$ cat src/rtl/sprite_table.sv
// Double-buffered sprite list: software fills a shadow table, which is swapped into gl_array at vblank entry.
// Avalon reads return one cycle after the strobe; no wait states or backpressure.
module sprite_table #(
  parameter int NUM_SPRITES = 20,
  parameter int V_ACTIVE    = 480
) (
  input  logic                              clk,
  input  logic                              reset,
  input  logic                              chipselect,
  input  logic                              write,
  input  logic                              read,
  input  logic [4:0]                        address,
  input  logic [31:0]                       writedata,
  output logic [31:0]                       readdata,
  input  logic [9:0]                        VGA_VCOUNT,
  output logic [NUM_SPRITES-1:0][23:0]      gl_array,
  output logic [15:0]                       frame_count,
  output logic                              irq
);

  localparam int          IW          = $clog2(NUM_SPRITES);
  localparam logic [4:0]  CTRL_ADDR   = 5'd20;
  localparam logic [4:0]  STATUS_ADDR = 5'd21;
  localparam logic [9:0]  VB_START    = 10'(V_ACTIVE);

  logic [NUM_SPRITES-1:0][23:0] shadow;
  logic                         pending;
  logic                         irq_en;
  logic                         vb_q;
  logic                         in_vb;
  logic                         vb_edge;
  logic                         bus_wr;
  logic                         bus_rd;
  logic                         is_shadow;
  logic [31:0]                  rd_mux;
  logic                         unused_wdata;

  assign in_vb        = (VGA_VCOUNT >= VB_START);
  assign vb_edge      = in_vb & ~vb_q;
  assign bus_wr       = chipselect & write;
  assign bus_rd       = chipselect & read & ~write;
  assign is_shadow    = (int'(address) < NUM_SPRITES);
  assign unused_wdata = ^writedata[31:24];

  always_comb begin
    rd_mux = '0;
    if (is_shadow)
      rd_mux = {8'h00, shadow[address[IW-1:0]]};
    else if (address == CTRL_ADDR)
      rd_mux = {29'b0, irq_en, 1'b0, pending};
    else if (address == STATUS_ADDR)
      rd_mux = {frame_count, 14'b0, irq, pending};
  end

  // Assignment order matters: a commit write on the swap cycle must leave
  // pending set, and an irq set on the swap cycle must beat any clear.
  always_ff @(posedge clk or negedge reset) begin
    if (!reset) begin
      gl_array    <= '0;
      shadow      <= '0;
      readdata    <= '0;
      frame_count <= '0;
      pending     <= 1'b0;
      irq         <= 1'b0;
      irq_en      <= 1'b0;
      vb_q        <= 1'b1;
    end else begin
      vb_q <= in_vb;

      if (vb_edge) begin
        frame_count <= frame_count + 16'd1;
        if (pending) begin
          gl_array <= shadow;
          pending  <= 1'b0;
        end
      end

      if (bus_wr) begin
        if (is_shadow) begin
          shadow[address[IW-1:0]] <= writedata[23:0];
        end else if (address == CTRL_ADDR) begin
          if (writedata[0]) pending <= 1'b1;
          if (writedata[1]) shadow  <= '0;
          irq_en <= writedata[2];
        end else if (address == STATUS_ADDR) begin
          if (writedata[0]) irq <= 1'b0;
        end
      end

      if (bus_rd) begin
        readdata <= rd_mux;
        if (address == STATUS_ADDR) irq <= 1'b0;
      end

      if (vb_edge && pending && irq_en) irq <= 1'b1;
    end
  end

endmodule

$ cat config.mk
export PLATFORM = sky130hd
export DESIGN_NAME = sprite_table
export DESIGN_NICKNAME = d
export VERILOG_FILES = /design/src/rtl/sprite_table.sv
export SDC_FILE = /design/constraint.sdc
export NUM_CORES = 1
export LEC_CHECK = 0
export CORE_ASPECT_RATIO = 0.5
export CORE_MARGIN = 3
export CORE_UTILIZATION = 41
export DETAILED_ROUTE_END_ITERATION = 8
export DONT_BUFFER_PORTS = 1
export PLACE_DENSITY = 0.58
export SYNTH_ARGS = -nofsm -noshare
export SYNTH_HDL_FRONTEND = slang
export SYNTH_SLANG_ARGS = --single-unit
$ cat constraint.sdc
create_clock -name clk -period 1.8 [get_ports clk]
set_input_delay 0.18 -clock clk [delete_from_list [all_inputs] [get_ports clk]]
set_output_delay 0.18 -clock clk [all_outputs]
set_load 0.05 [all_outputs]
# Word level (Yosys, flattened, before mapping)
# Cells that the tools add are included.
[totals]
register_bits = 1012
elab_cells = 92
out_inout_bits = 529
inputBits = 52
[classes]
n_addsub = 1
magnitude_cmp = 4
n_bitwise = 7
muxes = 24
n_reduce_logical = 8
eq_ne = 2
[ops]
columns = ["cell", "count"]
rows = [
  ["2-to-1 mux 480 bit", 3],
  ["bitwise mux 480 bit", 1],
  ["binary-select mux 24 bit (select 5 bit)", 1],
  ["demux 24 bit (select 5 bit)", 1],
  ["2-to-1 mux 32 bit", 3],
  ["2-to-1 mux 24 bit", 2],
  ["adder 16 x 1 -> 16 bit (second input constant)", 1],
  ["2-to-1 mux 1 bit", 13],
  ["== test 5 bit (second input constant)", 2],
  [">= comparator 10 x 9 -> 1 bit (second input constant)", 1],
  ["< comparator 5 x 6 -> 1 bit (second input constant)", 1],
  ["AND reduction 3 bit", 2],
  [">= comparator 5 x 1 -> 1 bit (second input constant)", 1],
  ["< comparator 5 bit (second input constant)", 1],
  ["AND 1 bit", 4],
  ["nonzero test 2 bit", 2],
  ["logical AND 1 bit", 3],
  ["inverter 1 bit", 3],
  ["AND reduction 2 bit", 1],
]

# Depth between registers and ports, before layout
[logic_depth]
ltp_word = 8
mapped_depth = 8
depth_no_buf = 5

# Least setup slack after synthesis
# Ideal clock, no wire load.
[synth_path]
kind = "reg2reg"
start = "register frame_count[0]"
end = "register frame_count[10]"
period_less_slack_ns = 1.851
setup_time_ns = 0.143
stages_incl_launch_ff = 6
slack_ns = -0.051
arrival_ns = 1.708
path_buffers = 0
path_cell_list = "dfrtp_1 -> ha_1 -> nand3_1 -> nor3_1 -> nand3_1 -> xnor2_1"
[synth_between]
elab_chain_cells = 1
[synth_lines]
columns = ["item", "line_no", "text"]
rows = [
  ["start, declared", "17", "output logic [15:0] frame_count,"],
  ["start signal, assigned", "71", "frame_count <= frame_count + 16'd1;"],
  ["adder 16 x 1 -> 16 bit", "71", ""],
]
# Every way passes these cells.
# A chain may end at the register's enable or synchronous reset.

# Final worst setup path
[layout_path]
start = "input address[0]"
end = "register readdata[15]"
[layout_between]
elab_chain_cells = 3
word_cells_on_any_way = 6
cone_classes = "order compare: 1; eq/ne: 1; mux: 4"
[layout_lines]
columns = ["item", "line_no", "text"]
rows = [
  ["start, declared", "12", "input logic [4:0] address,"],
  ["binary-select mux 24 bit (select 5 bit) / == test 5 bit (equally long branches)", "48, 49", ""],
  ["2-to-1 mux 24 bit (not written as such) / 2-to-1 mux 32 bit (equally long branches)", "48, 49", ""],
  ["2-to-1 mux 32 bit *", "47", "if (is_shadow)"],
  ["end signal, assigned", "91", "readdata <= rd_mux;"],
  ["end, declared", "14", "output logic [31:0] readdata,"],
]
# Mark *: on every way between the ends. The rest lies on a longest branch, timed or not. The select of a mux whose other input is x is not followed.

==> run summary <==
outcome -> finished with violations
failing checks -> negative hold slack, negative setup slack
final setup fails -> 4
number of global-route vias before repair -> 25,800
Slowest Stage Delay on Critical Path -> 1.23 ns
Max-Cap Viols -> 0
drt drc -> 0
Util after Layout -> 0.482
grt ovf -> 0
IO Count -> 581
CTS tree -> yes
fin. max-slew vios -> 0
Netlist cell types -> 50
initial antenna violation count -> 14
Port Buffers -> 0
start of the worst register-to-register path -> vb_q$_DFF_PN1_
RSZ-0062 raised after global routing -> yes
Post-Route WL -> 140,000 um
clock skew -> 0.0294 ns
Hold-fix buffers, CTS -> 37
setup TNS -> -0.0589 ns
via count -> 26,300
Mapped Avg Cell Area -> 14.6 um^2
Startpoint Class -> primary input
pre-CTS setup slack -> -0.168 ns
#FFs+latches synth -> 1,012
Num CTS Buffers -> 91
slew margin rel. -> 0.309
maximum clock frequency -> 540 MHz
fin crit share -> 1.03
endpoint class of the critical path -> register
power share of the sequential group -> 0.521
Pwr Density -> 1090 mW/mm^2
routability cong. -> 0.907
Starting Density -> 0.416
internal power -> 37,400 uW
largest net degree at the start of global routing -> 1,013
Total GRT Usage -> 0.264
full die area -> 0.104 mm^2
combinational share of power -> 0.095
Die W -> 453 um
routed vias/inst -> 6.05
H-tree levels -> 3
Final #Nets -> 2,985
Synth Warn # -> 0
Worst VDD drop -> 569 uV
post-route ant nets -> 0
worst-margin pin slew -> 1.04 ns
Final Hold Vio Count -> 471
HPWL after detailed placement -> 98,500 um
Hold WC Path Type -> in2async
slowest cell on the critical path -> dlygate4sd3_1
CP Class -> in2reg
Area Growth Syn to Fin -> 15.9%
synthesized cell area -> 0.0409 mm^2
commonest non-fill, non-tap cell in the layout -> dfrtp_1
syn_nets -> 2,862
Worst Slack Setup Final -> -0.0509 ns
Root Buffer -> clkbuf_16
first-pass iteration count of the detailed router -> 5
Final Critical Period -> 1.85 ns
Psw -> 14,300 uW
asr flop ratio synth -> 1.00
CTS Sinks -> 1,012
most frequent cells in the layout -> dfrtp_1 (1,009), a22o_1 (468), mux2_2 (456)
Die Ht -> 229 um
biggest fanout along the worst timing path -> 213
insertion delay to the later sink of the worst-skew pair -> 0.70 ns
Initial DRC Count -> 2,931
static leakage -> 0.0235 uW
CORE AREA -> 0.0983 mm^2
Clock Pin Slew Worst Setup and Hold Paths -> 0.07 ns
Min Hold Slack -> -0.806 ns
CTS max path bufs -> 3
DR WL/cell -> 32.3 um
Switching Share -> 0.277
Post-synth EDFFs -> 0
Clock Power Share -> 0.384
critical-path cell list -> dlygate4sd3_1 -> mux4_2 -> a211oi_1 -> o21ai_1
Critical Path RT -> 2.37 ns
crit path launch -> address[0]
Synth Flop Type -> dfrtp_1
register area share after synthesis -> 0.619
global-route wire length before repair -> 199,000 um
Synth Instances -> 2,809
Crit path arrival time -> 2.43 ns
layout cells sized above 1 -> 0.305
Rows -> 81
[sequential cells by signal (all words and copies together) (netlist names)]
| signal | count |
|---|---|
| irq_en | 1 |
| vb_q | 1 |
| shadow | 480 |
| readdata | 32 |
| pending | 1 |
| irq | 1 |
| frame_count | 16 |
| gl_array | 480 |
[cells by family (layout without fill, tap and decap cells)]
kind of cell | count (synthesis) | after routing | share of synthesized area
adders and majority gates | 1 | 1 | 0.000306
other | 0 | 7 | 0
muxes | 698 | 698 | 0.193
and+or+nand+nor | 177 | 177 | 0.0239
buffers and inverters | 253 | 447 | 0.0280
AOI/OAI and AO/OA | 653 | 653 | 0.133
xor gates and xnor gates | 15 | 15 | 0.00321
DFF | 1012 | 1012 | 0.619
[area by class of cell]
| type | instances | area, um^2 |
|---|---|---|
| diodes | 7 | 17.5 |
| clock buffers | 144 | 2790 |
| clock inverters | 20 | 193 |
| fillers | 8596 | 50900 |
| inverters | 5 | 18.8 |
| multi-input cells | 1544 | 14600 |
| flip-flops and latches | 1012 | 25300 |
| well taps | 1328 | 1660 |
| repair buffers | 278 | 2790 |
[layer usage]
layer / track usage / up-vias / wire, um
met1: 0.374 / 14200 / 61100
met4: 0.0783 / 0 / 4490
met3: 0.0752 / 196 / 11700
li1: - / 10800 / -
met2: 0.394 / 1018 / 62800
met5: 0 / - / 0
[worst max-delay path, delay by kind of cell]
| kind | cells | cell delay [ns] |
|---|---|---|
| AO/OA/AOI/OAI | 2 | 0.35 |
| buffers and inverters | 1 | 1.23 |
| multiplexers | 1 | 0.60 |
[synth_stat cells (6+ instances only)]
cell type / number / area (um^2)
nand3_1: 26 / 130
nand2_1: 28 / 105
nor2_1: 44 / 165
a32o_1: 13 / 130
dfrtp_1: 1011 / 25300
o221ai_1: 6 / 52.6
nor3_1: 6 / 30.0
o22ai_1: 48 / 300
a211oi_1: 24 / 180
mux2_1: 26 / 293
and2_1: 31 / 194
clkbuf_1: 85 / 319
mux2i_1: 192 / 1920
mux4_2: 24 / 541
buf_1: 11 / 41.3
a22o_1: 468 / 4100
mux2_2: 456 / 5130
xnor2_1: 13 / 114
a32oi_1: 13 / 114
nand4_1: 7 / 43.8
a22oi_1: 48 / 360
buf_2: 149 / 746
o21ai_0: 12 / 60.1
[metrics by stage]
stage          area, um^2  hold slack, ns  std cells  power (uW)
2_1_floorplan       40900          -0.116       2809       29500
3_3_place_gp        43700         -0.0851       4121       31400
3_5_place_dp        43700         -0.0897       4121       31500
4_1_cts             47100          -0.829       4322       51500
5_1_grt             47400          -0.853       4334       53500
6_report            47400          -0.806       4338       51700
[path summary, 6_finish.rpt]
| check | endpoint | slack, ns | depth (start not counted) |
|---|---|---|---|
| worst max-delay path | readdata[15]$_DFFE_PN0P_ | -0.05 | 4 |
| worst min-delay path | gl_array[199]$_DFFE_PN0P_ | -0.81 | 0 |
| worst max register to register | gl_array[434]$_DFFE_PN0P_ | -0.01 | 5 |
| worst min register to register | gl_array[194]$_DFFE_PN0P_ | 0.49 | 1 |
| max in group asynchronous | shadow[94]$_DFFE_PN0P_ | 0.31 | 3 |
| min in group clk | shadow[116]$_DFFE_PN0P_ | 0.06 | 3 |
[power by group through the flow]
stage	sequential (uW)	clock (uW)	combinational [uW]
2_1_floorplan	27000	0	2530
4_1_cts	26900	20200	4410
6_report	26900	19800	4910
3_5_place_dp	27300	0	4180
5_1_grt	27100	21200	5220
3_3_place_gp	27300	0	4100
[what timing repair did]
action | 4_1_cts | 5_1_grt
gates resized for setup | 2 | 13
endpoints found under the setup margin | 35 | 469
buffers inserted | 0 | 1
pin swaps | 1 | 1
endpoints found under the hold margin | 1386 | 471
gates cloned | 0 | 3
No activity file was read; power rests on OpenSTA's default activity.
